**src/rtl/cond_pipe_ctrl.sv**
```systemverilog
// Conditional-execution pipeline control: carries decode controls through E/M/W,
// evaluates the ARM condition field against the NZCV register and gates writes.
module cond_pipe_ctrl #(
   parameter logic [3:0] FLAGS_INIT = 4'b0000
) (
   input  logic       CLK,
   input  logic       RESET,
   input  logic       FlushE,
   input  logic       PCSrcD,
   input  logic       BranchD,
   input  logic       RegWriteD,
   input  logic       MemWriteD,
   input  logic       MemtoRegD,
   input  logic       AluSrcD,
   input  logic [3:0] AluControlD,
   input  logic [1:0] FlagWriteD,
   input  logic [3:0] CondD,
   input  logic [3:0] ALUFlags,
   output logic [3:0] AluControlE,
   output logic       AluSrcE,
   output logic       CondExE,
   output logic       BranchTakenE,
   output logic [3:0] FlagsE,
   output logic       PCSrcM,
   output logic       RegWriteM,
   output logic       MemWriteM,
   output logic       MemtoRegM,
   output logic       PCSrcW,
   output logic       RegWriteW,
   output logic       MemtoRegW,
   output logic       PCWrPendingF
);

   localparam logic [3:0] COND_EQ = 4'b0000;
   localparam logic [3:0] COND_NE = 4'b0001;
   localparam logic [3:0] COND_CS = 4'b0010;
   localparam logic [3:0] COND_CC = 4'b0011;
   localparam logic [3:0] COND_MI = 4'b0100;
   localparam logic [3:0] COND_PL = 4'b0101;
   localparam logic [3:0] COND_VS = 4'b0110;
   localparam logic [3:0] COND_VC = 4'b0111;
   localparam logic [3:0] COND_HI = 4'b1000;
   localparam logic [3:0] COND_LS = 4'b1001;
   localparam logic [3:0] COND_GE = 4'b1010;
   localparam logic [3:0] COND_LT = 4'b1011;
   localparam logic [3:0] COND_GT = 4'b1100;
   localparam logic [3:0] COND_LE = 4'b1101;
   localparam logic [3:0] COND_AL = 4'b1110;

   // E-stage registers
   logic       r_pcsrc_e;
   logic       r_branch_e;
   logic       r_regwrite_e;
   logic       r_memwrite_e;
   logic       r_memtoreg_e;
   logic       r_alusrc_e;
   logic [3:0] r_alucontrol_e;
   logic [1:0] r_flagwrite_e;
   logic [3:0] r_cond_e;

   logic [3:0] r_flags;

   // M- and W-stage registers
   logic       r_pcsrc_m;
   logic       r_regwrite_m;
   logic       r_memwrite_m;
   logic       r_memtoreg_m;
   logic       r_pcsrc_w;
   logic       r_regwrite_w;
   logic       r_memtoreg_w;

   logic       w_n;
   logic       w_z;
   logic       w_c;
   logic       w_v;
   logic       w_cond_ex;
   logic       w_bubble;

   assign {w_n, w_z, w_c, w_v} = r_flags;
   assign w_bubble = RESET | FlushE;

   // Evaluated on the flags before this instruction's own update lands.
   always_comb begin
      w_cond_ex = 1'b0;
      case (r_cond_e)
         COND_EQ: w_cond_ex = w_z;
         COND_NE: w_cond_ex = ~w_z;
         COND_CS: w_cond_ex = w_c;
         COND_CC: w_cond_ex = ~w_c;
         COND_MI: w_cond_ex = w_n;
         COND_PL: w_cond_ex = ~w_n;
         COND_VS: w_cond_ex = w_v;
         COND_VC: w_cond_ex = ~w_v;
         COND_HI: w_cond_ex = w_c & ~w_z;
         COND_LS: w_cond_ex = ~w_c | w_z;
         COND_GE: w_cond_ex = ~(w_n ^ w_v);
         COND_LT: w_cond_ex = w_n ^ w_v;
         COND_GT: w_cond_ex = ~w_z & ~(w_n ^ w_v);
         COND_LE: w_cond_ex = w_z | (w_n ^ w_v);
         COND_AL: w_cond_ex = 1'b1;
         default: w_cond_ex = 1'b0;
      endcase
   end

   always_ff @(posedge CLK) begin
      if (w_bubble) begin
         r_pcsrc_e      <= 1'b0;
         r_branch_e     <= 1'b0;
         r_regwrite_e   <= 1'b0;
         r_memwrite_e   <= 1'b0;
         r_memtoreg_e   <= 1'b0;
         r_alusrc_e     <= 1'b0;
         r_alucontrol_e <= 4'b0000;
         r_flagwrite_e  <= 2'b00;
         r_cond_e       <= COND_AL;
      end else begin
         r_pcsrc_e      <= PCSrcD;
         r_branch_e     <= BranchD;
         r_regwrite_e   <= RegWriteD;
         r_memwrite_e   <= MemWriteD;
         r_memtoreg_e   <= MemtoRegD;
         r_alusrc_e     <= AluSrcD;
         r_alucontrol_e <= AluControlD;
         r_flagwrite_e  <= FlagWriteD;
         r_cond_e       <= CondD;
      end
   end

   // Flush only bubbles E; the instruction leaving E still commits.
   always_ff @(posedge CLK) begin
      if (RESET) begin
         r_flags <= FLAGS_INIT;
      end else begin
         if (r_flagwrite_e[1] & w_cond_ex) begin
            r_flags[3:2] <= ALUFlags[3:2];
         end
         if (r_flagwrite_e[0] & w_cond_ex) begin
            r_flags[1:0] <= ALUFlags[1:0];
         end
      end
   end

   always_ff @(posedge CLK) begin
      if (RESET) begin
         r_pcsrc_m    <= 1'b0;
         r_regwrite_m <= 1'b0;
         r_memwrite_m <= 1'b0;
         r_memtoreg_m <= 1'b0;
         r_pcsrc_w    <= 1'b0;
         r_regwrite_w <= 1'b0;
         r_memtoreg_w <= 1'b0;
      end else begin
         r_pcsrc_m    <= r_pcsrc_e & w_cond_ex;
         r_regwrite_m <= r_regwrite_e & w_cond_ex;
         r_memwrite_m <= r_memwrite_e & w_cond_ex;
         r_memtoreg_m <= r_memtoreg_e;
         r_pcsrc_w    <= r_pcsrc_m;
         r_regwrite_w <= r_regwrite_m;
         r_memtoreg_w <= r_memtoreg_m;
      end
   end

   assign AluControlE  = r_alucontrol_e;
   assign AluSrcE      = r_alusrc_e;
   assign CondExE      = w_cond_ex;
   assign BranchTakenE = r_branch_e & w_cond_ex;
   assign FlagsE       = r_flags;
   assign PCSrcM       = r_pcsrc_m;
   assign RegWriteM    = r_regwrite_m;
   assign MemWriteM    = r_memwrite_m;
   assign MemtoRegM    = r_memtoreg_m;
   assign PCSrcW       = r_pcsrc_w;
   assign RegWriteW    = r_regwrite_w;
   assign MemtoRegW    = r_memtoreg_w;
   assign PCWrPendingF = PCSrcD | r_pcsrc_e | r_pcsrc_m;

endmodule
```
**config.mk**
```make
export PLATFORM = sky130hd
export DESIGN_NAME = cond_pipe_ctrl
export DESIGN_NICKNAME = d
export VERILOG_FILES = /design/src/rtl/cond_pipe_ctrl.sv
export SDC_FILE = /design/constraint.sdc
export NUM_CORES = 1
export LEC_CHECK = 0
export BUFFER_PORTS_ARGS = -buffer_cell sky130_fd_sc_hd__buf_2
export CAP_MARGIN = 0
export CORE_ASPECT_RATIO = 0.8
export CORE_MARGIN = 2
export CORE_UTILIZATION = 42
export CTS_CLUSTER_SIZE = 40
export DETAILED_ROUTE_END_ITERATION = 12
export PLACE_DENSITY_LB_ADDON = 0.2
export SETUP_SLACK_MARGIN = 0.2
export SYNTH_ARGS = -nofsm -noshare
export SYNTH_HDL_FRONTEND = slang
export SYNTH_SLANG_ARGS = --single-unit
```
**constraint.sdc**
```tcl
create_clock -name CLK -period 2 [get_ports CLK]
set_clock_uncertainty 0.1 [all_clocks]
set_input_delay 0.4 -clock CLK [delete_from_list [all_inputs] [get_ports CLK]]
set_output_delay 0.4 -clock CLK [all_outputs]
set_load 0.005 [all_outputs]
```
# Yosys cells after proc, flatten, opt, wreduce, memory -nomap -nowiden
# Cells that the tools add are included.
# totals
register_bits	27
latch_bits	0
mem_bits_rw	0
romBits	0
inputBits	23
wordCells	53
n_memories	0
# op_classes
n_addsub	0
n_mul	0
div_mod_pow	0
magnitude_cmp	0
n_eq_ne	14
shift	0
n_mux	1
bitwise_logic	19
reduce_logical	1
# ops
op	n
$eq A4 B4 Y1 const B	7
$eq A4 B3 Y1 const B	4
$pmux W1 S15	1
$and A1 B1 Y1	8
$eq A4 B2 Y1 const B	2
$not A1 Y1	5
$or A1 B1 Y1	5
$eq A4 B1 Y1 const B	1
$logic_not A4 Y1	1
$xor A1 B1 Y1	1

# Depth between registers and ports, before layout
# logic_depth
word_depth	5
ltp_mapped	6

# Least setup slack after synthesis
# Ideal clock, no wire load.
# synth_timing
kind	register -> output
from	register r_cond_e[3]
to	output port BranchTakenE
arrival_ns	1.492
required_time_ns	1.500
slack_ns	0.008
path_stages_with_launch	6
n_path_buf	0
cell_sequence	dfxtp_1 -> and2_4 -> or4b_4 -> a311oi_4 -> nor3_2 -> nor2b_1
# synth_via
elab_chain_len	3
elab_cells_between_ends	17
# synth_lines
element	line_no	rtl
start: declaration	59	logic [3:0] r_cond_e;
start signal: assignment	125	r_cond_e <= CondD;
$eq A4 B4 Y1, or another cell as far along	85	case (r_cond_e)
$pmux W1 S15 *	85	
$and A1 B1 Y1 *	166	assign BranchTakenE = r_branch_e & w_cond_ex;
end: declaration	22	output logic BranchTakenE,
# Every way passes the cells marked *; elsewhere a longest branch is shown, timed or not.

# Final worst setup path
# layout_timing
from	register r_cond_e[2]
to	output port BranchTakenE
# The elaborated chain is that of the path after synthesis.

==> results_dict.tcl <==
set metrics [dict create \
    finalWeightedCongestion 0.807 \
    cts_made_buffers 3 \
    final.period_utilization_pct 122 \
    detail_route.iter0.violations 18 \
    cellPowerDensity_mw_per_mm2 592 \
    report.final.hold_viol_count 0 \
    synth.net_count 125 \
    failed_checks "setup timing" \
    startpoint_type_of_the_worst_setup_path "register" \
    power_report.internal_total_mw 0.729 \
    detailroute.via_count 924 \
    route.detailed.wl_per_inst_um 11.6 \
    rsz0062_at_grt "yes" \
    clock-sinks 27 \
    min-delay-path-class "in2reg" \
    cts-root-buf "sky130_fd_sc_hd__clkbuf_4" \
    fp.dieW_um 60.8 \
    io_buffer_count 41 \
    timing_worst_slew_pin_value_ns 0.330 \
    synth_edf_count 0 \
    floorplan.initialDensity_pct 44.3 \
    remaining_antenna_violation_count_after_routing 0 \
    setup_viol 6 \
    power.clock.fraction_pct 24.1 \
    timing.reg2reg.setup_slack_ns -0.08 \
    grt_util_all_layers_pct 16.4 \
    number_of_inserted_filler_cells_in_the_final_layout 206 \
    yosys.cell_types.count 28 \
    status "finished, violations left" \
    n_antenna_cell 0 \
    place.detailed.instances 193 \
    ctsHtreeMaxLevel 1 \
    estimated_wirelength_of_the_detail_placed_design_mm 1.66 \
    register_share_of_total_power_pct 59.1 \
    post_synth.cell_area_avg_um2 10.6 \
    design.die.area_mm2 0.00300 \
    globalRouteOverflowTotal 0 \
    num_rows 16 \
    critPathRequiredTime_ns 1.50 \
    grt_max_degree 20 \
    reg2regPathDepth 9 \
    layout_common_cells "sky130_fd_sc_hd__buf_2 (41), sky130_fd_sc_hd__dfxtp_1 (23), sky130_fd_sc_hd__buf_4 (14)" \
    min_from "CondD[1]" \
    finalWorstSetupSlack_ns -0.449 \
    maxSlewHeadroom_pct 77.8 \
    cts_tree "done" \
    power_frac_comb_pct 16.9 \
    max_clock_freq_mhz 408 \
    synth_seq_cells 27 \
    vias_in_the_first_global_route 900 \
    totalWireLength_mm 2.33 \
    worst_skew_pair.late_latency_ns 0.32 \
    grt_pass1_wl_mm 3.72 \
    multi_input_comb_area_um2 579 \
    syn_to_final_growth_pct 49.6 \
    proportion_of_synthesized_chip_area_in_sequential_cells_pct 49.9 \
    mostFrequentLayoutCell "sky130_fd_sc_hd__buf_2" \
    worst-path-max-fanout 3 \
    crit-reg2reg-launch "r_cond_e[0]$_SDFF_PP0_" \
    grt_antenna_before_repair 0 \
    synthesis.instances 102 \
    synthDominantCellAreaShare_pct 49.9 \
    vdd_drop_max_mv 0.629 \
    report.final.slew_viol_count 0 \
    synthesis.yosys.warnings 0 \
    cts-root-to-sink-buffers 2 \
    vertical_die_dimension_um 49.4 \
    top_ports 42 \
    total_leakage_power_nw 0.772 \
    final_util_pct 66.3 \
    cell_type_contributing_the_most_total_cell_area_after_synthesis "sky130_fd_sc_hd__dfxtp_1" \
    area_of_the_core_mm2 0.00244 \
    post_synth_main_area_contributors "sky130_fd_sc_hd__dfxtp_1 (50%), sky130_fd_sc_hd__and2_1 (7.5%), sky130_fd_sc_hd__mux2i_1 (4.6%)" \
    detailedRoute.firstPassIterationCount 3 \
    period_needed_ns 2.45 \
    critPathArrivalTime_ns 1.95 \
    layout_cells_sized_above_1_pct 53.0 \
    cts-hold-fix-buffers 0 \
    hold_path_depth 2 \
    p_sw_share_pct 24.0 \
    flip_flop_and_latch_area_um2 548 \
    ys_async_sr_fraction_pct 0 \
    drc 0 \
    cap_violations 0 \
    timing_worst_setup_path_type "reg2out" \
    power.net_switching_mw 0.230 \
    reg2reg_to "FlagsE[0]$_SDFFE_PP0P_" \
    path_clk_slew_ns 0.13 \
    vias_per_cell 4.62 \
    worst_setup_path_end_kind "output pin" \
    min_to "r_cond_e[1]$_SDFF_PP1_" \
    final-instance-count-excl-fill 200 \
    post_synth_instance_area_mm2 0.00108 \
    ys_dominant_reg_cell "sky130_fd_sc_hd__dfxtp_1" \
    nNetsFinal 188 \
]
-- Yosys cell counts, types with 2 or more instances --
library cell	count
sky130_fd_sc_hd__nor2b_1	7
sky130_fd_sc_hd__dfxtp_1	27
sky130_fd_sc_hd__o31ai_1	4
sky130_fd_sc_hd__or3_1	4
sky130_fd_sc_hd__nand2b_1	8
sky130_fd_sc_hd__mux2i_1	5
sky130_fd_sc_hd__and4bb_2	2
sky130_fd_sc_hd__inv_1	2
sky130_fd_sc_hd__nor2_1	3
sky130_fd_sc_hd__nor3_1	2
sky130_fd_sc_hd__xor2_1	3
sky130_fd_sc_hd__and2_1	13
sky130_fd_sc_hd__nor3b_1	4
sky130_fd_sc_hd__nand3_1	2
sky130_fd_sc_hd__clkbuf_1	3
-- state kept, by name, indices dropped and copies added (netlist names), 2 cells and up --
signal         cells
AluControlE        4
FlagsE             4
r_cond_e           4
r_flagwrite_e      2
-- layer usage --
metal,track usage [%],routed length [um],vias to the layer above,share of wire [%]
met5,0,0,-,0
met3,4.77,126,0,5.4
met2,28.7,1170,24,50
li1,-,-,472,-
met4,2.17,0,0,0
met1,20.2,1040,428,44
-- metrics by stage --
| stage | TNS [ns] | hold WS, ns | area, um^2 | worst slack (ns) | power (mW) |
|---|---|---|---|---|---|
| floorplan | 0 | 0.314 | 1090 | 0.0261 | 0.640 |
| global route | -1.57 | 0.137 | 1620 | -0.539 | 1.01 |
| global placement | -0.0444 | 0.320 | 1460 | -0.0444 | 0.708 |
| CTS | -0.752 | 0.152 | 1570 | -0.419 | 0.958 |
| detailed placement | -0.0800 | 0.322 | 1460 | -0.0800 | 0.711 |
| finish | -0.992 | 0.161 | 1620 | -0.449 | 0.959 |
-- power groups by stage --
stage	Sequential, mW	Clock (mW)	Combinational [mW]
after CTS	0.567	0.241	0.150
final	0.566	0.231	0.162
after global placement	0.577	0	0.131
after detailed placement	0.578	0	0.134
after floorplan	0.580	0	0.0602
after global routing	0.569	0.263	0.176
-- worst max-delay path by stage --
stage	start	end	slack [ns]
after floorplan	r_cond_e[3]$_SDFF_PP1_	BranchTakenE	0.03
after global placement	r_cond_e[0]$_SDFF_PP0_	BranchTakenE	-0.04
after detailed placement	r_cond_e[0]$_SDFF_PP0_	BranchTakenE	-0.08
after CTS	r_cond_e[2]$_SDFF_PP1_	BranchTakenE	-0.42
after global routing	r_cond_e[2]$_SDFF_PP1_	BranchTakenE	-0.54
final	r_cond_e[2]$_SDFF_PP1_	BranchTakenE	-0.45
-- worst max-delay path, stage by stage (launching register included) --
cell	delay (ns)
sky130_fd_sc_hd__dfxtp_2	0.36
sky130_fd_sc_hd__and2_4	0.14
sky130_fd_sc_hd__or4b_4	0.49
sky130_fd_sc_hd__a311oi_4	0.28
sky130_fd_sc_hd__nor3_2	0.11
sky130_fd_sc_hd__nor2b_1	0.14
sky130_fd_sc_hd__buf_2	0.13
-- area by class of cell --
class / count / area share (%)
flip-flops and latches: 27 / 33.8
inverters: 2 / 0.464
clock buffers: 3 / 1.39
clock inverters: 1 / 0.464
multi-input cells: 68 / 35.8
well taps: 36 / 2.78
repair buffers: 63 / 25.3
-- logic make-up after synthesis --
kind of cell,after synthesis,synth area share (%)
AO/OA/AOI/OAI,8,7.28
XOR/XNOR,3,2.43
buffers and inverters,7,3.24
flip-flops,27,49.9
multiplexers,5,4.62
AND/OR/NAND/NOR,52,32.5
-- timing repair --
item / 4_1_cts / 5_1_grt
pin swaps: 7 / 7
hold endpoints to repair: 0 / 0
endpoints found under the setup margin: 9 / 9
buffers inserted: 2 / 1
resized for setup: 14 / 8
Note: power is estimated with default switching activity, not from simulation.
